## src/rtl/multi_cycle_ctrl.sv

```systemverilog
// Multi-cycle MIPS-subset control unit: a FETCH/DECODE/EXEC/MEM/WB sequencer,
// a retired-instruction counter and a sticky illegal-instruction flag.
module multi_cycle_ctrl (
    input  logic        clk,
    input  logic        rst,
    input  logic [5:0]  op,
    input  logic [5:0]  func,
    input  logic        zero,
    output logic        pc_write,
    output logic        ir_write,
    output logic        J_type,
    output logic        Branch,
    output logic        PCsrc,
    output logic        RegWrite,
    output logic        ALUsrc,
    output logic        MemRead,
    output logic        MemWrite,
    output logic [2:0]  ALUop,
    output logic [1:0]  RegDest,
    output logic [1:0]  WriteReg,
    output logic        err,
    output logic [15:0] instr_count
);

    typedef enum logic [2:0] {
        FETCH  = 3'd0,
        DECODE = 3'd1,
        EXEC   = 3'd2,
        MEM    = 3'd3,
        WB     = 3'd4,
        ERR    = 3'd7
    } state_t;

    typedef enum logic [3:0] {
        K_ADD, K_SUB, K_SLT, K_JR, K_ADDI, K_SLTI,
        K_LW, K_SW, K_BEQ, K_J, K_JAL, K_BAD
    } kind_t;

    // X or unknown encodings never match a case item, so they land on K_BAD.
    function automatic kind_t classify(input logic [5:0] o, input logic [5:0] f);
        kind_t k;
        k = K_BAD;
        case (o)
            6'b000000: begin
                case (f)
                    6'b100000: k = K_ADD;
                    6'b100010: k = K_SUB;
                    6'b101010: k = K_SLT;
                    6'b001000: k = K_JR;
                    default:   k = K_BAD;
                endcase
            end
            6'b001000: k = K_ADDI;
            6'b001010: k = K_SLTI;
            6'b100011: k = K_LW;
            6'b101011: k = K_SW;
            6'b000100: k = K_BEQ;
            6'b000010: k = K_J;
            6'b000011: k = K_JAL;
            default:   k = K_BAD;
        endcase
        return k;
    endfunction

    state_t      state;
    logic [5:0]  op_q;
    logic [5:0]  func_q;
    logic [15:0] count_q;
    logic        err_q;
    kind_t       dec_kind;
    kind_t       kind;

    assign dec_kind    = classify(op, func);
    assign kind        = classify(op_q, func_q);
    assign instr_count = count_q;
    assign err         = err_q & ~rst;

    // Sequencer, opcode capture, retire counter and sticky error flag.
    always_ff @(posedge clk) begin
        if (rst) begin
            state   <= FETCH;
            op_q    <= 6'd0;
            func_q  <= 6'd0;
            count_q <= 16'd0;
            err_q   <= 1'b0;
        end else begin
            if (pc_write)
                count_q <= count_q + 16'd1;
            case (state)
                FETCH: state <= DECODE;
                DECODE: begin
                    op_q   <= op;
                    func_q <= func;
                    if (dec_kind == K_BAD) begin
                        state <= ERR;
                        err_q <= 1'b1;
                    end else begin
                        state <= EXEC;
                    end
                end
                EXEC: begin
                    case (kind)
                        K_LW, K_SW:                state <= MEM;
                        K_BEQ, K_J, K_JAL, K_JR:   state <= FETCH;
                        K_BAD:                     state <= ERR;
                        default:                   state <= WB;
                    endcase
                end
                MEM:     state <= (kind == K_LW) ? WB : FETCH;
                WB:      state <= FETCH;
                ERR:     state <= ERR;
                default: state <= FETCH;
            endcase
        end
    end

    // Control outputs decode from state and the captured instruction; while
    // rst is high everything is held low so an aborted instruction never retires.
    always_comb begin
        pc_write = 1'b0;
        ir_write = 1'b0;
        J_type   = 1'b0;
        Branch   = 1'b0;
        PCsrc    = 1'b0;
        RegWrite = 1'b0;
        ALUsrc   = 1'b0;
        MemRead  = 1'b0;
        MemWrite = 1'b0;
        ALUop    = 3'b000;
        RegDest  = 2'b00;
        WriteReg = 2'b00;
        if (!rst) begin
            case (state)
                FETCH: ir_write = 1'b1;
                EXEC: begin
                    case (kind)
                        K_ADD:  ALUop = 3'b000;
                        K_SUB:  ALUop = 3'b001;
                        K_SLT:  ALUop = 3'b001;
                        K_ADDI: ALUsrc = 1'b1;
                        K_SLTI: begin
                            ALUsrc = 1'b1;
                            ALUop  = 3'b001;
                        end
                        K_LW, K_SW: ALUsrc = 1'b1;
                        K_BEQ: begin
                            ALUop    = 3'b001;
                            Branch   = 1'b1;
                            PCsrc    = zero;
                            pc_write = 1'b1;
                        end
                        K_J: begin
                            PCsrc    = 1'b1;
                            pc_write = 1'b1;
                        end
                        K_JAL: begin
                            PCsrc    = 1'b1;
                            pc_write = 1'b1;
                            RegWrite = 1'b1;
                            RegDest  = 2'b10;
                            WriteReg = 2'b11;
                        end
                        K_JR: begin
                            J_type   = 1'b1;
                            PCsrc    = 1'b1;
                            pc_write = 1'b1;
                        end
                        default: ;
                    endcase
                end
                MEM: begin
                    if (kind == K_LW) begin
                        MemRead = 1'b1;
                    end else if (kind == K_SW) begin
                        MemWrite = 1'b1;
                        pc_write = 1'b1;
                    end
                end
                WB: begin
                    RegWrite = 1'b1;
                    pc_write = 1'b1;
                    case (kind)
                        K_ADD, K_SUB: begin
                            RegDest  = 2'b01;
                            WriteReg = 2'b00;
                        end
                        K_SLT: begin
                            RegDest  = 2'b01;
                            WriteReg = 2'b01;
                        end
                        K_SLTI: WriteReg = 2'b01;
                        K_LW:   WriteReg = 2'b10;
                        default: ;
                    endcase
                end
                default: ;
            endcase
        end
    end

endmodule

```

## config.mk

```make
export PLATFORM = sky130hd
export DESIGN_NAME = multi_cycle_ctrl
export DESIGN_NICKNAME = d
export VERILOG_FILES = /design/src/rtl/multi_cycle_ctrl.sv
export SDC_FILE = /design/constraint.sdc
export NUM_CORES = 1
export LEC_CHECK = 0
export BUFFER_PORTS_ARGS = -buffer_cell sky130_fd_sc_hd__buf_4
export CAP_MARGIN = 5
export CORE_ASPECT_RATIO = 0.9
export CORE_UTILIZATION = 26
export CTS_CLUSTER_DIAMETER = 40
export CTS_CLUSTER_SIZE = 24
export DETAILED_ROUTE_END_ITERATION = 8
export PLACE_DENSITY = 0.5
export SLEW_MARGIN = 10
export SYNTH_ARGS = -nofsm -noshare
export SYNTH_HDL_FRONTEND = slang
export SYNTH_SLANG_ARGS = --single-unit
```

## constraint.sdc

```tcl
create_clock -name clk -period 2.22 [get_ports clk]
set_clock_uncertainty 0.15 [all_clocks]
set_input_delay 0 -clock clk [delete_from_list [all_inputs] [get_ports clk]]
set_output_delay 0 -clock clk [all_outputs]
set_load 0.02 [all_outputs]
```

Yosys cells after proc, flatten, opt, wreduce, memory -nomap -nowiden

Cells that the tools add are included.

Word-level logic and storage cells: 105
Output and inout port bits: 33
Register bits: 32
Input port bits: 15

Eq/ne operators: 39
Mux-type cells: 46
Bitwise gates (word level): 2
Reductions and logical operators: 12
$add $sub $neg: 1

Operators by type and width:

| cell                  | count |
|---|---|
| $pmux 4 s8            | 2 |
| $eq 6x6->1 const B    | 10 |
| $eq 6x4->1 const B    | 6 |
| $pmux 4 s4            | 2 |
| $mux 1                | 28 |
| $eq 6x2->1 const B    | 4 |
| $eq 4x4->1 const B    | 5 |
| $add 16x1->16 const B | 1 |
| $eq 4x3->1 const B    | 4 |
| $pmux 3 s5            | 1 |
| $eq 6x3->1 const B    | 2 |
| $logic_not 6->1       | 2 |
| $pmux 2 s2            | 3 |
| $reduce_or 4->1       | 3 |
| $pmux 3 s3            | 1 |
| $eq 4x2->1 const B    | 2 |
| $mux 2                | 4 |
| $eq 3x2->1 const B    | 2 |
| $eq 3x3->1 const B    | 2 |
| $mux 3                | 2 |
| $reduce_or 3->1       | 2 |
| $eq 4x1->1 const B    | 1 |
| $logic_not 4->1       | 1 |
| $pmux 1 s2            | 2 |
| other kinds (7)       | 8 |

Longest topological paths before layout

Gate-level depths: netlist of the first run.

Word-level depth: 8
Depth in mapped cells: 9
Gate-level depth less buffers: 7

Worst setup path after synthesis of the first run

Ideal clock, no wire load.

Path type: reg2out
From: reg op_q[3]
To: out RegDest[0]
Required time: 2.070 ns
Data arrival time: 2.395 ns
Buffers on the path: 1
Path slack: -0.325 ns
Stages on the path, launching flop included: 6
Cell sequence: dfxtp_1 -> buf_6 -> a2111o_1 -> a221oi_2 -> o21ai_2 -> a2111oi_0

Longest elaborated chain between the ends: 7
Elaborated cells between the ends (all ways): 16
Classes of those cells: eq/ne (9); mux (4); reduce/logical (3)

RTL lines:

| item                                     | RTL line | RTL |
|---|---|---|
| from (decl)                              | 66       | `logic [5:0] op_q;` |
| from (signal assigned)                   | 92       | `op_q <= op;` |
| $eq 6x2->1, or another cell as far along | 43       | `case (o)` |
| $pmux 4 s8 *                             | 43       |  |
| $eq 4x2->1, or another cell as far along | 182      | `case (kind)` |
| $reduce_or 3->1 (no line) *              | --       |  |
| $mux 1 *                                 | 182      |  |
| $pmux 2 s2 *                             | 133      | `case (state)` |
| $mux 2 *                                 | 132      | `if (!rst) begin` |
| to (decl)                                | 19       | `output logic [1:0] RegDest,` |

Mark *: on every way between the ends. The rest lies on a longest branch, timed or not.

Worst setup path in the final report of the first run

From: reg op_q[2]
To: out RegDest[0]

Same word-level chain as after synthesis.

==> results of run 1 <==
## worst paths after layout
kind,slack (ps),from,depth (start not counted),to
max reg2reg,-80,op_q[2]$_SDFFE_PP0P_,7,instr_count[9]$_SDFFE_PP0P_
min,40,rst,3,instr_count[7]$_SDFFE_PP0P_
min reg2reg,320,err_q$_SDFFE_PP0P_,2,err_q$_SDFFE_PP0P_
max,-120,op_q[2]$_SDFFE_PP0P_,6,RegDest[0]
## cells in the mapped netlist, drive strengths merged (2+ instances only)
cell,instances,area (µm²)
nor4,6,37.54
o21ai,20,103.9
buf,11,88.83
dfxtp,32,640.6
mux2,6,67.56
xnor2,2,17.52
nor3b,6,45.04
clkbuf,13,48.80
and4,2,17.52
or2,3,18.77
nand4,7,43.79
nand3,18,95.09
o21a,3,22.52
o311ai,6,60.06
nor2b,10,62.56
a22oi,2,20.02
a21oi,27,138.9
a41oi,2,17.52
and2,5,31.28
nor3,10,50.05
inv,4,15.01
nor2,23,86.33
nor4b,3,26.28
a31o,2,17.52
and3,9,56.30
and3b,3,26.28
a31oi,11,68.82
nand2,44,167.7
nand2b,11,68.82
## per-layer routing
| metal | vias to the layer above | part of all wire, % |
|---|---|---|
| met2 | 89 | 46 |
| met1 | 1271 | 49 |
| met5 | - | 0 |
| li1 | 1359 | - |
| met4 | 0 | 0.95 |
| met3 | 6 | 4.5 |
## registers in the layout, summed over array words and instances (netlist names)
signal       count
err_q            1
func_q           6
instr_count     16
op_q             6
state            3
## where the power goes
part	total, mW	internal (mW)	switching, mW
logic	2.14	0.980	1.16
registers	0.812	0.691	0.120
clock network	0.573	0.333	0.240
total	3.52	2.00	1.52
## area by class of cell
| class | instances | area, µm² | area share [%] |
|---|---|---|---|
| well taps | 119 | 148.9 | 4.113 |
| multi-input cells | 264 | 1846 | 50.99 |
| flip-flops and latches | 32 | 654.4 | 18.08 |
| inverters | 4 | 15.01 | 0.4148 |
| clock buffers | 6 | 72.57 | 2.005 |
| clock inverters | 2 | 35.03 | 0.9679 |
| repair buffers | 103 | 848.3 | 23.44 |
## cells in the final DEF, fill, tap and decap left out, types with 3 or more instances in the layout
| cell | instances |
|---|---|
| nand2_2 | 3 |
| dfxtp_2 | 5 |
| nor3b_1 | 4 |
| inv_1 | 4 |
| a21oi_1 | 19 |
| o311ai_2 | 5 |
| nor2_1 | 22 |
| a31oi_1 | 9 |
| mux2_2 | 6 |
| and2_1 | 4 |
| nand4_1 | 7 |
| nor4_1 | 3 |
| nor2b_1 | 10 |
| nand2_1 | 40 |
| nor4_2 | 3 |
| o21ai_0 | 17 |
| a21oi_2 | 5 |
| dlygate4sd3_1 | 12 |
| nor3_1 | 6 |
| nand3_1 | 17 |
| a21oi_4 | 3 |
| dfxtp_1 | 25 |
| buf_6 | 10 |
| nand2b_1 | 11 |
| buf_4 | 80 |
| and3_1 | 8 |
| and3b_1 | 3 |
| clkbuf_8 | 5 |
## metrics by stage
| stage | power (mW) | TNS (ps) | hold WS [ps] | std cells |
|---|---|---|---|---|
| detailed placement | 2.546 | -84.69 | 121.0 | 504 |
| global route | 3.763 | -3571 | 67.39 | 530 |
| CTS | 3.379 | -779.0 | 11.75 | 528 |
| finish | 3.521 | -1239 | 39.66 | 530 |
| global placement | 2.536 | -69.77 | 114.4 | 504 |
| floorplan | 1.815 | -239.2 | -14.04 | 324 |
## worst max-delay path, delay by kind of cell, from the launching register on
kind / cells / cell delay, ps
buf+inv: 2 / 350
compound gates: 4 / 1230
flops: 1 / 350
## kinds of logic after synthesis
group           count (synthesis)
compound gates                 87
xor+xnor                        2
fa+ha+maj                       1
buf+inv                        28
flops                          32
mux                             7
other cells                     1
simple gates                  165
## repair_timing
item,in CTS,in global routing
gates cloned,0,1
hold buffers,12,0
setup endpoints to repair,19,27
pin swaps,23,18
buffers inserted,5,1
hold endpoints to repair,12,0
resized for setup,40,36
==> metrics, run 1 <==
mapped cell area=2362 µm²; Crit path arrival time=2190 ps; final net count=426; CP peak stage delay=470 ps; I/O Buffers=45; final hold vios=0; first-pass GRT wire length=12.57 mm; clk slew on worst S/H paths=80 ps; Critical Path Fanout Max=5; filler cell count=908; Rel. slew slack=60.06%; clock sinks=32; grt peak-use layer=met2; First DRT Iteration DRCs=124; Placement Setup Slack=-31.52 ps; simple-gate share of the synthesized area=37.13%; final core occ=41.66%; Compound-Gate Fraction of Synth Area=24.58%; fin worst setup slack=-124.8 ps; VDD IR max=0.3787 mV; CP max stage cell=a2111o_1; f_max=426.5 MHz; RSZ-0062 raised after global routing=true; Post-synth ARST share=0%; H-tree Lvls=2; initial core utilization=27.19%; gr ovfl total=0; adder-cell share of the synthesized area=0.5297%; EDFF count, synth=0; LEAKAGE=1.434 nW; final instance area=3620 µm²; final period utilization=105.6%; Final Max Slew Viols=0; Period minus WS final=2345 ps; largest net degree at the start of global routing=40; Setup-failing EPs final=21; outcome=finished with violations; Die ar.=9471 µm²; post-synthesis mux area share=3.284%; Die Wd=102.5 µm; Post-synth top flop=dfxtp_1; #FFs+latches synth=32; first-pass iteration count of the detailed router=4; drt wl/cell=14.72 µm; WL final=7.803 mm; GR Util met1=24.53%; crit end category=output port; total of max-cap violations=0; met2 Use GR=25.56%; CTS root buffer=clkbuf_8; crit path launch type=flip-flop; warnings from Yosys=0; register area share after synthesis=27.12%; Post-Synth XOR/XNOR Area=0.7415%; vias=2725; Syn-to-layout area delta=53.23%; total CTS buffers=5; syn_area_per_cell=7.314 µm²; Detail Placement HPWL=5.489 mm; CP Class=reg -> out; clk_lat worst skew=280 ps; overall routing resource usage=16.72%; failing checks=negative setup slack; vias in the first global route=2519; CTS tree=yes; CP Data Required Time=2070 ps; Ant. Diodes=0; PD cells=972.6 nW/µm²; layout cells sized above 1=38.93%; row count=32; Cells after Synth=323; Critical Path, Cell by Cell=a2111o_1, a221oi_4, o21ai_4, buf_6, a2111oi_4, buf_4; Final ANT Viol Nets=0; DR vias/cell=5.142; Die H=92.43 µm; initial antenna violation count=0; Tightest Pin Transition=597.7 ps; Post-DP Area=3022 µm²; Placeable Area=8688 µm²; main combinational cell family by area after synthesis=simple AND/OR/NAND/NOR gates; routability cong.=0.8386; CTS Buffer Depth=2; DRC Markers=0; I/O pin total=48; met3 Usage GRT=2.038%; min-delay worst type=in -> reg; post-synth cell types=61
Note: power is estimated with default switching activity, not from simulation.
==> run 2: changes to the inputs <==
CORE_UTILIZATION = 50   (was 26)
PLACE_DENSITY = 0.82   (was 0.5)
==> run 2 against run 1 <==
  * The run still ends with negative setup slack left
  * Flip-flop and latch count did not move
  * Global-route usage is 17 points higher
  * Sequential power is 1% higher
  * Combinational power increased by 7%
  * Count of clock-buffer cells in the layout unchanged
  * Register-to-register slack worse by 120 ps
  * Largest cell class unchanged
==> metrics, run 2 (synthesized netlist as in run 1, its figures left out) <==
VDD IR max=0.7073 mV; First DRT Iteration DRCs=611; min-delay worst type=in -> out; final hold vios=0; Critical Path Fanout Max=10; overall routing resource usage=33.40%; Sequential Power Share=22.3%; Ant. Diodes=0; post-route insts no fill=472; Die Wd=74.46 µm; Detail Placement HPWL=4.867 mm; crit end category=output port; routability cong.=0.9138; CP Class=reg -> out; final net count=425; Psw=1.737 mW; P_int=1.946 mW; Syn-to-layout area delta=51.32%; total CTS buffers=5; CP max stage cell=a2111o_1; Final Max Slew Viols=0; CP peak stage delay=460 ps; Combinational Power Share=62.0%; f_max=400.2 MHz; fin worst setup slack=-279.0 ps; Tightest Pin Transition=601.7 ps; Die ar.=5004 µm²; Die H=67.21 µm; clk slew on worst S/H paths=70 ps; Placement Setup Slack=-96.24 ps; initial core utilization=52.62%; DR vias/cell=6.674; commonest non-fill, non-tap cell in the layout=buf_4; WL final=9.564 mm; first-pass iteration count of the detailed router=7; final period utilization=112.6%; outcome=finished with violations; PD cells=1030 nW/µm²; drt wl/cell=20.26 µm; RSZ-0062 raised after global routing=true; H-tree Lvls=2; clk_lat worst skew=300 ps; first-pass GRT wire length=12.56 mm; gr ovfl total=0; Largest register FFs=16; I/O Buffers=45; largest net degree at the start of global routing=35; Period minus WS final=2499 ps; failing checks=negative setup slack; DRC Markers=0; vias=3150; Placeable Area=4489 µm²; I/O pin total=48; CTS Buffer Depth=2; vias in the first global route=2618; crit path launch type=flip-flop; initial antenna violation count=0; CP Data Required Time=2070 ps; LEAKAGE=1.446 nW; Rel. slew slack=59.32%; CTS tree=yes; Final ANT Viol Nets=0; clock sinks=32; Critical Path, Cell by Cell=a2111o_1, a221oi_4, o21ai_4, and4_4, nor2_1, o21ai_1, buf_4; Crit path arrival time=2350 ps; total of max-cap violations=0; Setup-failing EPs final=28; row count=23; delay-heaviest family, CP=compound AO/OA/AOI/OAI gates; CTS root buffer=clkbuf_8; layout cells sized above 1=36.83%; commonest cells after routing, fill and taps aside=74 x buf_4, 41 x nand2_1, 27 x dfxtp_1, 21 x nor2_1, 20 x a21oi_1; Worst Path Buf+Inv=1; Switching Fraction=47.17%; Clk pwr share=15.7%; DP Cell Count=431
## run 2: cell types whose count changed in the layout (fill, tap and decap cells not counted), moves of 3 or more
cell	before	now
o311ai_2	5	2
o311ai_4	0	3
buf_4	80	74
nand3_2	1	4
nand3_1	17	14
dlygate4sd3_1	12	19
## run 2: worst paths after layout
| check | startpoint | to | slack (ps) | cells past startpoint |
|---|---|---|---|---|
| max reg2reg | func_q[3]$_SDFFE_PP0P_ | instr_count[2]$_SDFFE_PP0P_ | -200 | 6 |
| min | zero | PCsrc | 290 | 4 |
| max | op_q[0]$_SDFFE_PP0P_ | pc_write | -280 | 7 |
| min reg2reg | err_q$_SDFFE_PP0P_ | err_q$_SDFFE_PP0P_ | 320 | 2 |
## run 2: routing by layer
layer / wire length (µm) / vias to the layer above / part of all wire [%] / global-route usage, %
met5: 0 / - / 0 / 0
met4: 556 / 0 / 5.8 / 16.51
met3: 974 / 73 / 10 / 7.015
met2: 4376 / 259 / 46 / 52.48
met1: 3657 / 1457 / 38 / 43.37
li1: - / 1361 / - / -
## run 2: area by class of cell
class,instances,area [µm²]
inverters,4,15.01
fillers,287,914.6
well taps,62,77.57
clock inverters,2,35.03
flip-flops and latches,32,651.9
multi-input cells,265,1887
repair buffers,101,835.8
clock buffers,6,72.57
## run 2: worst reg2reg max path, stage by stage (launching register included)
cell and delay [ps]:
dfxtp_1 470, nand2b_1 190, xnor2_4 330, a31o_2 310
nand3_2 230, a31oi_2 280, mux2_2 350
## run 2: what timing repair did
item / CTS / global route
gates resized for setup: 26 / 46
setup endpoints to repair: 19 / 30
hold endpoints to repair: 17 / 0
pin swaps: 20 / 17
cloned: 0 / 1
hold buffers: 19 / 0
buffers inserted: 8 / 5
## run 2: stage by stage
stage	util (%)	hold WS (ps)	TNS (ps)	instance area [µm²]	power, mW
5_1_grt	79.63	287.8	-5196	3575	3.827
3_3_place_gp	63.04	109.7	0	2830	2.235
6_report	79.63	294.5	-3846	3575	3.683
3_5_place_dp	63.04	115.2	-616.6	2830	2.283
2_1_floorplan	-	-14.04	-239.2	2372	1.815
4_1_cts	73.08	257.6	-1376	3281	3.111
## run 2: power by group through the flow
stage	Combinational, mW	Sequential (mW)	Clock (mW)
2_1_floorplan	1.04	0.775	0
3_3_place_gp	1.44	0.791	0
3_5_place_dp	1.49	0.797	0
4_1_cts	1.75	0.787	0.572
5_1_grt	2.39	0.828	0.607
6_report	2.28	0.821	0.578
==> run 3: changes to the inputs <==
CORE_UTILIZATION = 39   (was 50)
PLACE_DENSITY = 0.67   (was 0.82)
==> run 3 against run 2 <==
  * The flow finishes with violations (design-rule violations, negative setup slack)
  * Flip-flop and latch count did not move
  * Sequential share of layout area down 0.098 points
  * Count of clock-buffer cells in the layout is the same
  * Power fell by 0.37%
  * Die area grew 27%
  * Combinational power hardly changed
  * Critical path depth fell by 1
  * Routed wire length decreased by 18%
  * Largest power group unchanged
==> metrics, run 3 (synthesized netlist as in run 1, its figures left out) <==
Die Wd=84.04 µm; PD cells=1011 nW/µm²; First DRT Iteration DRCs=212; Hold WS=269.6 ps; clock sinks=32; Period minus WS final=2408 ps; Tightest Pin Transition=663.6 ps; Placeable Area=5758 µm²; Die ar.=6373 µm²; Final ANT Viol Nets=0; I/O Buffers=45; H-tree Lvls=2; RSZ-0062 raised after global routing=true; filler cell count=484; post-route insts no fill=484; CTS root buffer=clkbuf_8; f_max=415.3 MHz; vias=2860; Die H=75.84 µm; total of max-cap violations=0; Ant. Diodes=0; DP Cell Count=444; min-delay worst type=in -> out; commonest cells after routing, fill and taps aside=78 x buf_4, 41 x nand2_1, 24 x dfxtp_1, 21 x nor2_1, 19 x dlygate4sd3_1; WL final=7.832 mm; Post-DP Area=2878 µm²; gr ovfl total=0; vias in the first global route=2546; layout cells sized above 1=40.58%; Largest register FFs=16; Crit path arrival time=2260 ps; CP Data Required Time=2070 ps; drt wl/cell=16.18 µm; Syn-to-layout area delta=53.60%; Rel. slew slack=55.29%; CTS Buffer Depth=2; first-pass iteration count of the detailed router=7; outcome=finished with violations; total CTS buffers=5; Detail Placement HPWL=4.950 mm; CP Class=reg -> out; clk slew on worst S/H paths=70 ps; overall power=3.669 mW; overall routing resource usage=23.92%; clk_lat worst skew=290 ps; initial antenna violation count=0; DR vias/cell=5.909; final instance area=3628 µm²; I/O pin total=48; failing checks=design-rule violations, negative setup slack; routability cong.=0.8694; Final Max Slew Viols=0; row count=26; Setup-failing EPs final=27; fin worst setup slack=-188.0 ps; register area=658.1 µm²; Critical Path Fanout Max=4; CTS tree=yes; final hold vios=0; multi-input logic area=1883 µm²; largest net degree at the start of global routing=39; final period utilization=108.5%; first-pass GRT wire length=12.15 mm; commonest non-fill, non-tap cell in the layout=buf_4; crit end category=output port; initial core utilization=41.03%; crit path launch type=flip-flop; Setup TNS Final=-2211 ps; VDD IR max=0.6093 mV; LEAKAGE=1.452 nW; final net count=429; DRC Markers=4
run 3: changes by cell type in the layout (fill, tap and decap cells not counted), moves of 3 or more:
cell      before  now
nor3_2         1    4
o311ai_4       3    0
a21oi_2        6    9
buf_4         74   78
o21ai_2        0    6
o21ai_0       17   13
dfxtp_1       27   24
run 3: routing by layer:
metal  vias to the layer above  part of all wire [%]  track usage [%]
li1                       1371                     -                -
met1                      1355                    44            31.87
met2                       126                    49            40.35
met3                         8                   6.8            4.225
met4                         0                  0.66            6.897
met5                         -                     0                0
run 3: area by class of cell:
type                    count  share of cell area (%)
multi-input cells         264                   51.90
flip-flops and latches     32                   18.14
clock inverters             2                  0.9655
clock buffers               6                   2.000
repair buffers            106                   24.17
inverters                   4                  0.4138
well taps                  70                   2.414
run 3: path summary, 6_finish.rpt:
path,startpoint,to,slack (ps),depth (start not counted)
worst min register to register,err_q$_SDFFE_PP0P_,err_q$_SDFFE_PP0P_,320,2
worst max-delay path,op_q[2]$_SDFFE_PP0P_,RegDest[0],-190,6
worst min-delay path,zero,PCsrc,270,4
worst max register to register,op_q[2]$_SDFFE_PP0P_,state[2]$_SDFF_PP0_,-150,7
run 3: stage by stage:
stage               util [%]  worst slack, ps
floorplan                  -           -67.10
finish                 63.02           -188.0
CTS                    59.15           -157.2
global route           63.02           -279.5
global placement       49.98            41.18
detailed placement     49.98            3.589
run 3: repair_timing:
action / CTS / global route
hold buffers: 19 / 0
gates cloned: 0 / 0
endpoints found under the hold margin: 17 / 0
buffers inserted: 11 / 2
setup endpoints to repair: 10 / 30
gates resized for setup: 40 / 47
pin swaps: 17 / 22
run 3: power by group:
group / switching, mW / internal (mW) / leakage, nW / total [mW]
registers: 0.144 / 0.694 / 0.265 / 0.839
clock network: 0.242 / 0.333 / 0.0552 / 0.575
logic: 1.22 / 1.03 / 1.13 / 2.26
run 3: critical path: stages, from the launching register on:
cell	delay [ps]
dfxtp_4	360
a2111o_1	460
a221oi_2	330
o21ai_2	130
buf_4	160
a2111oi_4	320
buf_4	200
